==> src/rtl/sha_compare_monitor.sv <==
// Trigger generator and result checker for the HLS-vs-RTL SHA256 comparison:
// pulses both engines, captures each first digest and its latency, and publishes a status word.
module sha_compare_monitor #(
    parameter int TRIG_BIT = 26,
    parameter int TIMEOUT  = 1023
) (
    input  logic         clk,
    input  logic         rst_n,
    input  logic [29:0]  cnt_in,
    output logic         trig_out,
    output logic         busy,
    input  logic         sha0_ready,
    input  logic [255:0] sha0_value,
    input  logic         sha1_ready,
    input  logic [255:0] sha1_value,
    output logic [31:0]  result_out
);

    typedef enum logic [1:0] {IDLE, TRIG, WAIT, CMP} state_t;

    localparam logic [9:0] TIMEOUT_L = 10'(TIMEOUT);

    state_t       state_q;
    logic         prev_q;
    logic         trig_q;
    logic         busy_q;
    logic         got0_q;
    logic         got1_q;
    logic         tout_q;
    logic [9:0]   lat_q;
    logic [7:0]   lat0_q;
    logic [7:0]   lat1_q;
    logic [255:0] dig0_q;
    logic [255:0] dig1_q;
    logic [31:0]  result_q;

    logic         rise;
    logic         cap0;
    logic         cap1;
    logic         both_done;
    logic         match;
    logic [7:0]   lat_sat;
    logic [5:0]   run_nxt;
    logic [7:0]   fail_nxt;
    logic         unused_cnt;

    assign rise      = cnt_in[TRIG_BIT] & ~prev_q;
    assign cap0      = (state_q == WAIT) && sha0_ready && !got0_q;
    assign cap1      = (state_q == WAIT) && sha1_ready && !got1_q;
    assign both_done = (got0_q | cap0) & (got1_q | cap1);
    assign lat_sat   = (lat_q > 10'd255) ? 8'hFF : lat_q[7:0];
    assign match     = !tout_q && (dig0_q == dig1_q);
    assign run_nxt   = result_q[29:24] + 6'd1;
    assign fail_nxt  = (match || result_q[23:16] == 8'hFF) ? result_q[23:16]
                                                          : result_q[23:16] + 8'd1;
    // Only the trigger bit of the heartbeat matters here.
    assign unused_cnt = ^cnt_in;

    always_ff @(posedge clk or negedge rst_n) begin
        if (!rst_n) begin
            state_q  <= IDLE;
            prev_q   <= 1'b1;
            trig_q   <= 1'b0;
            busy_q   <= 1'b0;
            got0_q   <= 1'b0;
            got1_q   <= 1'b0;
            tout_q   <= 1'b0;
            lat_q    <= '0;
            lat0_q   <= '0;
            lat1_q   <= '0;
            dig0_q   <= '0;
            dig1_q   <= '0;
            result_q <= '0;
        end else begin
            prev_q <= cnt_in[TRIG_BIT];
            case (state_q)
                IDLE: begin
                    if (rise) begin
                        trig_q  <= 1'b1;
                        busy_q  <= 1'b1;
                        state_q <= TRIG;
                    end
                end
                TRIG: begin
                    // Latencies default to 0xFF so an engine that never answers reports it.
                    trig_q  <= 1'b0;
                    lat_q   <= 10'd1;
                    got0_q  <= 1'b0;
                    got1_q  <= 1'b0;
                    tout_q  <= 1'b0;
                    lat0_q  <= 8'hFF;
                    lat1_q  <= 8'hFF;
                    state_q <= WAIT;
                end
                WAIT: begin
                    lat_q <= lat_q + 10'd1;
                    if (cap0) begin
                        dig0_q <= sha0_value;
                        lat0_q <= lat_sat;
                        got0_q <= 1'b1;
                    end
                    if (cap1) begin
                        dig1_q <= sha1_value;
                        lat1_q <= lat_sat;
                        got1_q <= 1'b1;
                    end
                    if (both_done) begin
                        state_q <= CMP;
                    end else if (lat_q == TIMEOUT_L) begin
                        tout_q  <= 1'b1;
                        state_q <= CMP;
                    end
                end
                CMP: begin
                    result_q <= {match, tout_q, run_nxt, fail_nxt, lat0_q, lat1_q};
                    busy_q   <= 1'b0;
                    state_q  <= IDLE;
                end
                default: state_q <= IDLE;
            endcase
        end
    end

    assign trig_out   = trig_q;
    assign busy       = busy_q;
    assign result_out = result_q;

endmodule

==> config.mk <==
export PLATFORM = sky130hd
export DESIGN_NAME = sha_compare_monitor
export DESIGN_NICKNAME = d
export VERILOG_FILES = /design/src/rtl/sha_compare_monitor.sv
export SDC_FILE = /design/constraint.sdc
export NUM_CORES = 1
export LEC_CHECK = 0
export CAP_MARGIN = 30
export CORE_MARGIN = 1.5
export CORE_UTILIZATION = 50
export CTS_BUF_LIST = sky130_fd_sc_hd__clkbuf_16
export CTS_CLUSTER_SIZE = 16
export DETAILED_ROUTE_END_ITERATION = 8
export GPL_TIMING_DRIVEN = 0
export PLACE_DENSITY = 0.8
export SLEW_MARGIN = 5
export SYNTH_ARGS = -nofsm -noshare
export SYNTH_HDL_FRONTEND = slang
export SYNTH_SLANG_ARGS = --single-unit
==> constraint.sdc <==
create_clock -name clk -period 4 [get_ports clk]
set_input_delay 0.8 -clock clk [delete_from_list [all_inputs] [get_ports clk]]
set_output_delay 0.8 -clock clk [all_outputs]
set_load 0.03 [all_outputs]
# [Yosys cells after proc, flatten, opt, wreduce, memory -nomap -nowiden]
# Cells that the tools add are included.
[totals] register_bits=578 mem_bits_rw=0 mem_count=0 romBits=0 input_bits=546 elab_cells=78 output_inout_bits=34 latch_bits=0
[op_classes] div_mod_pow=0 bitwise_logic=6 eq_ne=12 shift=0 order_cmp=1 multipliers=0 n_mux=20 n_reduce_logical=22 addsub=3
[ops] op="$eq 256x256->1" n=1
[ops] op="$pmux 8 s2" n=2
[ops] op="$mux 8" n=3
[ops] op="$pmux 10 s2" n=1
[ops] op="$reduce_and 2->1" n=8
[ops] op="$add 10x1->10 const B" n=1
[ops] op="$eq 10x10->1 const B" n=1
[ops] op="$gt 10x8->1 const B" n=1
[ops] op="$pmux 1 s2" n=5
[ops] op="$add 8x1->8 const B" n=1
[ops] op="$eq 8x8->1 const B" n=1
[ops] op="$ne 2x2->1 const B" n=4
[ops] op="$pmux 2 s4" n=1
[ops] op="$add 6x1->6 const B" n=1
[ops] op="$mux 2" n=3
[ops] op="$reduce_bool 2->1" n=3
[ops] op="$logic_and 1x1->1" n=5
[ops] op="$mux 1" n=5
[ops] op="$eq 2x2->1 const B" n=2
[ops] op="$logic_not 1->1" n=3
[ops] op="$ne 3x2->1 const B" n=1
[ops] op="$reduce_and 3->1" n=1
[ops] op="$and 1x1->1" n=2
[ops] op="$eq 2x1->1 const B" n=1
[ops] op="5 further kinds" n=7

# [Depth between registers and ports, before layout]
[depth] depth_word=7 mapped_depth=9 mapped_depth_nobuf=8

# [Worst setup path before layout]
# No wires, ideal clock.
[synth_timing] kind="register -> register" startpoint="register dig1_q[27]" endpoint="register result_q[17], in the netlist result_out[17]" required_time_ns=3.875 period_less_slack_ns=2.293 arrival_ns=2.168 stages_incl_launch_ff=10 setup_slack_ns=1.707 path_buffers=1 setup_ns=0.125 cell_sequence="dfrtp_1 -> nor2b_1 -> a2111o_1 -> a2111oi_2 -> nand4_1 -> nor4_1 -> and3_1 -> buf_6 -> nor2_2 -> mux2_4"
[synth_via] elab_chain_cells=5
[synth_lines] element="start: declaration" line="34" source="logic [255:0] dig1_q;"
[synth_lines] element="start signal: assignment" line="103" source="dig1_q <= sha1_value;"
[synth_lines] element="$eq 256x256->1" line="52" source="assign match = !tout_q && (dig0_q == dig1_q);"
[synth_lines] element="$logic_and 1x1->1" line="52"
[synth_lines] element="$logic_or 1x1->1" line="54" source="assign fail_nxt = (match || result_q[23:16] == 8'hFF) ? result_q[23:16]"
[synth_lines] element="$not 1->1 (no source line)"
[synth_lines] element="$reduce_and 2->1 (no source line)"
[synth_lines] element="end signal: assignment" line="115" source="result_q <= {match, tout_q, run_nxt, fail_nxt, lat0_q, lat1_q};"
[synth_lines] element="end: declaration" line="35" source="logic [31:0] result_q;"
# No other way between the ends.
# A chain may end at the register's enable or synchronous reset.

# [Worst setup path after layout]
[layout_timing] startpoint="register state_q[0]" endpoint="register dig1_q[226]"
[layout_via] elab_chain_cells=4
[layout_lines] element="start: declaration" line="23" source="state_t state_q;"
[layout_lines] element="start signal: assignment" line="61" source="state_q <= IDLE;"
[layout_lines] element="start signal: assignment" line="81" source="state_q <= TRIG;"
[layout_lines] element="start signal: assignment" line="93" source="state_q <= WAIT;"
[layout_lines] element="$eq 2x2->1 (*)" line="49, 76"
[layout_lines] element="$logic_and 1x1->1 (2 in series)" line="49" source="assign cap1 = (state_q == WAIT) && sha1_ready && !got1_q;"
[layout_lines] element="$reduce_and 2->1 (no source line) (*)"
# Mark *: on every way between the ends. The rest lies on a longest branch, timed or not.

==> impl_metrics.ini <==
[logic_synthesis]
synth_edf_count = 0
synth_cell_types = 40
synthesis.instances = 1826
yosysWarnings = 0
synth_area_leaders = dfrtp_1 (58%), mux2_2 (24%), xnor2_1 (3.5%), nor2b_1 (1.8%), inv_1 (1.5%)
synth.largest_area_cell = dfrtp_1
syn_area_per_cell_sq_um = 13.67
synth_seq_cells = 578
syn_nets = 2380
synth_flop_cell = dfrtp_1
netlist.area_leader.share = 0.5784
syn_area_sq_um = 24970
synth_seq_area_share = 0.5794
async_reset_ff_frac = 1.000

[worst_setup_path]
crit_fanout = 10
start_kind = register
critPathKind = register to register
end_kind = register
required_ps = 4510
critical_path_arrival_ps = 3790

[placement]
place_congestion = 0.9292
port_buffers = 550
dp_hpwl_um = 74310
dpl.cell_count = 3086
place_ws_ps = 505.9
placed_area_sq_um = 32060

[detailed_routing]
drc_errors = 0
drtAntennaViolNets = 0
routedWlPerCell_um = 29.25
drt_iter0_drc = 1461
vias = 18304
drt_first_pass_iters = 7
wl_um = 94050
viasPerCell = 5.693

[floorplan]
rows = 81
die_y_um = 226.5
start_util = 0.5079
fp.coreArea_sq_um = 49150
die_x_um = 226.5
die_area_sq_um = 51280
io_pins = 580

[power_and_ir_drop]
leakage_nw = 14.44
pwr_density_cell_nw_per_um2 = 759.7
ir_worst_vdd_v = 0.0004258

[timing]
period_share = 0.8207
finalClockSkew_ps = 20.43
tightest_slew_ps = 1014
slew_headroom = 0.3180
slew_viol_final = 0
tns_ps = 0
period_needed_ps = 3283
max_freq_mhz = 304.6
rsz0062_at_grt = no
hold_violations = 0
setup_viol = 0
fin_ws_ps = 717.1

[cts]
cts_tree = built
clk_pin_slew_ps = 60
ctsLongestPathBuffers = 3
cts_root_buf = clkbuf_16
hold_buffers = 0
cts.repair.resized = 0
cts_buffers = 59
cts_max_level = 2
clock_latency_ps = 640
cts_sinks = 578
cts_setup_buffers = 0

[hold_path]
hold_path.class = primary input to asynchronous set/reset pin

[grt]
antenna_found_initial = 36
grt_pass1_vias = 19392
grt-ovfl-total = 0
grt_usage = 0.3690
grt_pass1_wl_um = 131300
grt_max_degree = 123

[cells_and_area]
syn_to_final_growth_pct = 35.82
design_area_sq_um = 33910
fill_cells = 3612
final_cell_mix = dfrtp_1 (577), clkdlybuf4s50_1 (549), mux2_2 (533)
drive_above_1_share = 0.2634
layout_commonest_cell = dfrtp_1
nets = 3038
fin_cells = 3215

[outcome]
status = finished, final reports clean

[run]
cap_violations = 0
final cells by class:
cell class / instances / area [sq um] / area share
flip-flops and latches: 578 / 14470 / 0.4266
multi-input cells: 1081 / 9866 / 0.2910
repair buffers: 597 / 6272 / 0.1850
clock buffers: 60 / 1501 / 0.04428
well taps: 664 / 830.8 / 0.02450
inverters: 102 / 382.9 / 0.01129
clock inverters: 42 / 265.3 / 0.007823
plain buffers: 65 / 259.0 / 0.007638
diodes: 26 / 65.06 / 0.001919
flip-flops by register name, indices dropped and copies added, names as in the netlist:
signal	count
dig0_q	256
got1_q	1
got0_q	1
result_out	32
lat0_q	8
state_q	2
lat1_q	8
dig1_q	256
prev_q	1
trig_out	1
lat_q	10
busy	1
tout_q	1
cells in the mapped netlist (21+ instances only):
library cell  number
nand2_1           21
dfrtp_1          577
nor2b_1           70
clkbuf_1          61
xor2_1            41
inv_1            102
nor2_1            42
xnor2_1           99
a2111o_1          22
nor4_1            31
nand4_1           39
o22ai_1           35
mux2_2           533
nand2b_1          40
report_power, final:
part / leakage (nW) / total (mW) / switching, mW / internal [mW]
sequential: 6.90 / 10.8 / 2.02 / 8.73
clock: 0.913 / 5.19 / 2.31 / 2.88
combinational: 6.63 / 9.82 / 4.63 / 5.19
metal layers:
| layer | vias up | wire length (um) | global-route usage |
|---|---|---|---|
| met4 | 24 | 5561 | 0.1942 |
| met5 | - | 148 | 0 |
| li1 | 7784 | - | - |
| met3 | 255 | 8236 | 0.09965 |
| met1 | 9377 | 35860 | 0.4533 |
| met2 | 864 | 44250 | 0.5962 |
through the flow:
stage,hold slack (ps),utilization,power (mW)
detailed placement,460.6,0.6523,20.47
global placement,457.7,0.6368,19.74
finish,86.25,0.6898,25.76
CTS,78.10,0.6883,25.72
floorplan,479.3,-,16.44
global route,98.77,0.6895,26.94
kinds of logic (layout without fill, tap and decap cells):
group                      Yosys count  in the layout  share of synthesized area
muxes                              535            535                     0.2416
other                                0             26                          0
adders and majority gates            8              8                   0.004010
DFF                                578            578                     0.5794
AOI/OAI and AO/OA                  128            128                    0.03984
buffers and inverters              167            866                    0.02541
xor gates and xnor gates           140            140                    0.04912
and+or+nand+nor                    270            270                    0.06059
worst paths after layout:
kind | startpoint | end | slack, ps | cells past startpoint
max | state_q[0] | dig1_q[226] | 720 | 8
min | rst_n | dig0_q[14] | 90 | 1
max reg2reg | state_q[0] | dig1_q[226] | 720 | 8
min reg2reg | result_out[29] | result_out[29] | 470 | 1
max in group asynchronous | rst_n | dig1_q[199] | 1960 | 4
min in group clk | result_out[29] | result_out[29] | 470 | 1
worst max-delay path, stage by stage, from the launching register on:
cell and delay (ps):
dfrtp_1 400, inv_1 100, ha_1 220, clkbuf_1 240
nand3_1 280, clkbuf_1 600, clkbuf_1 720, buf_8 240
mux2_2 350
(Power assumes the default switching activity.)
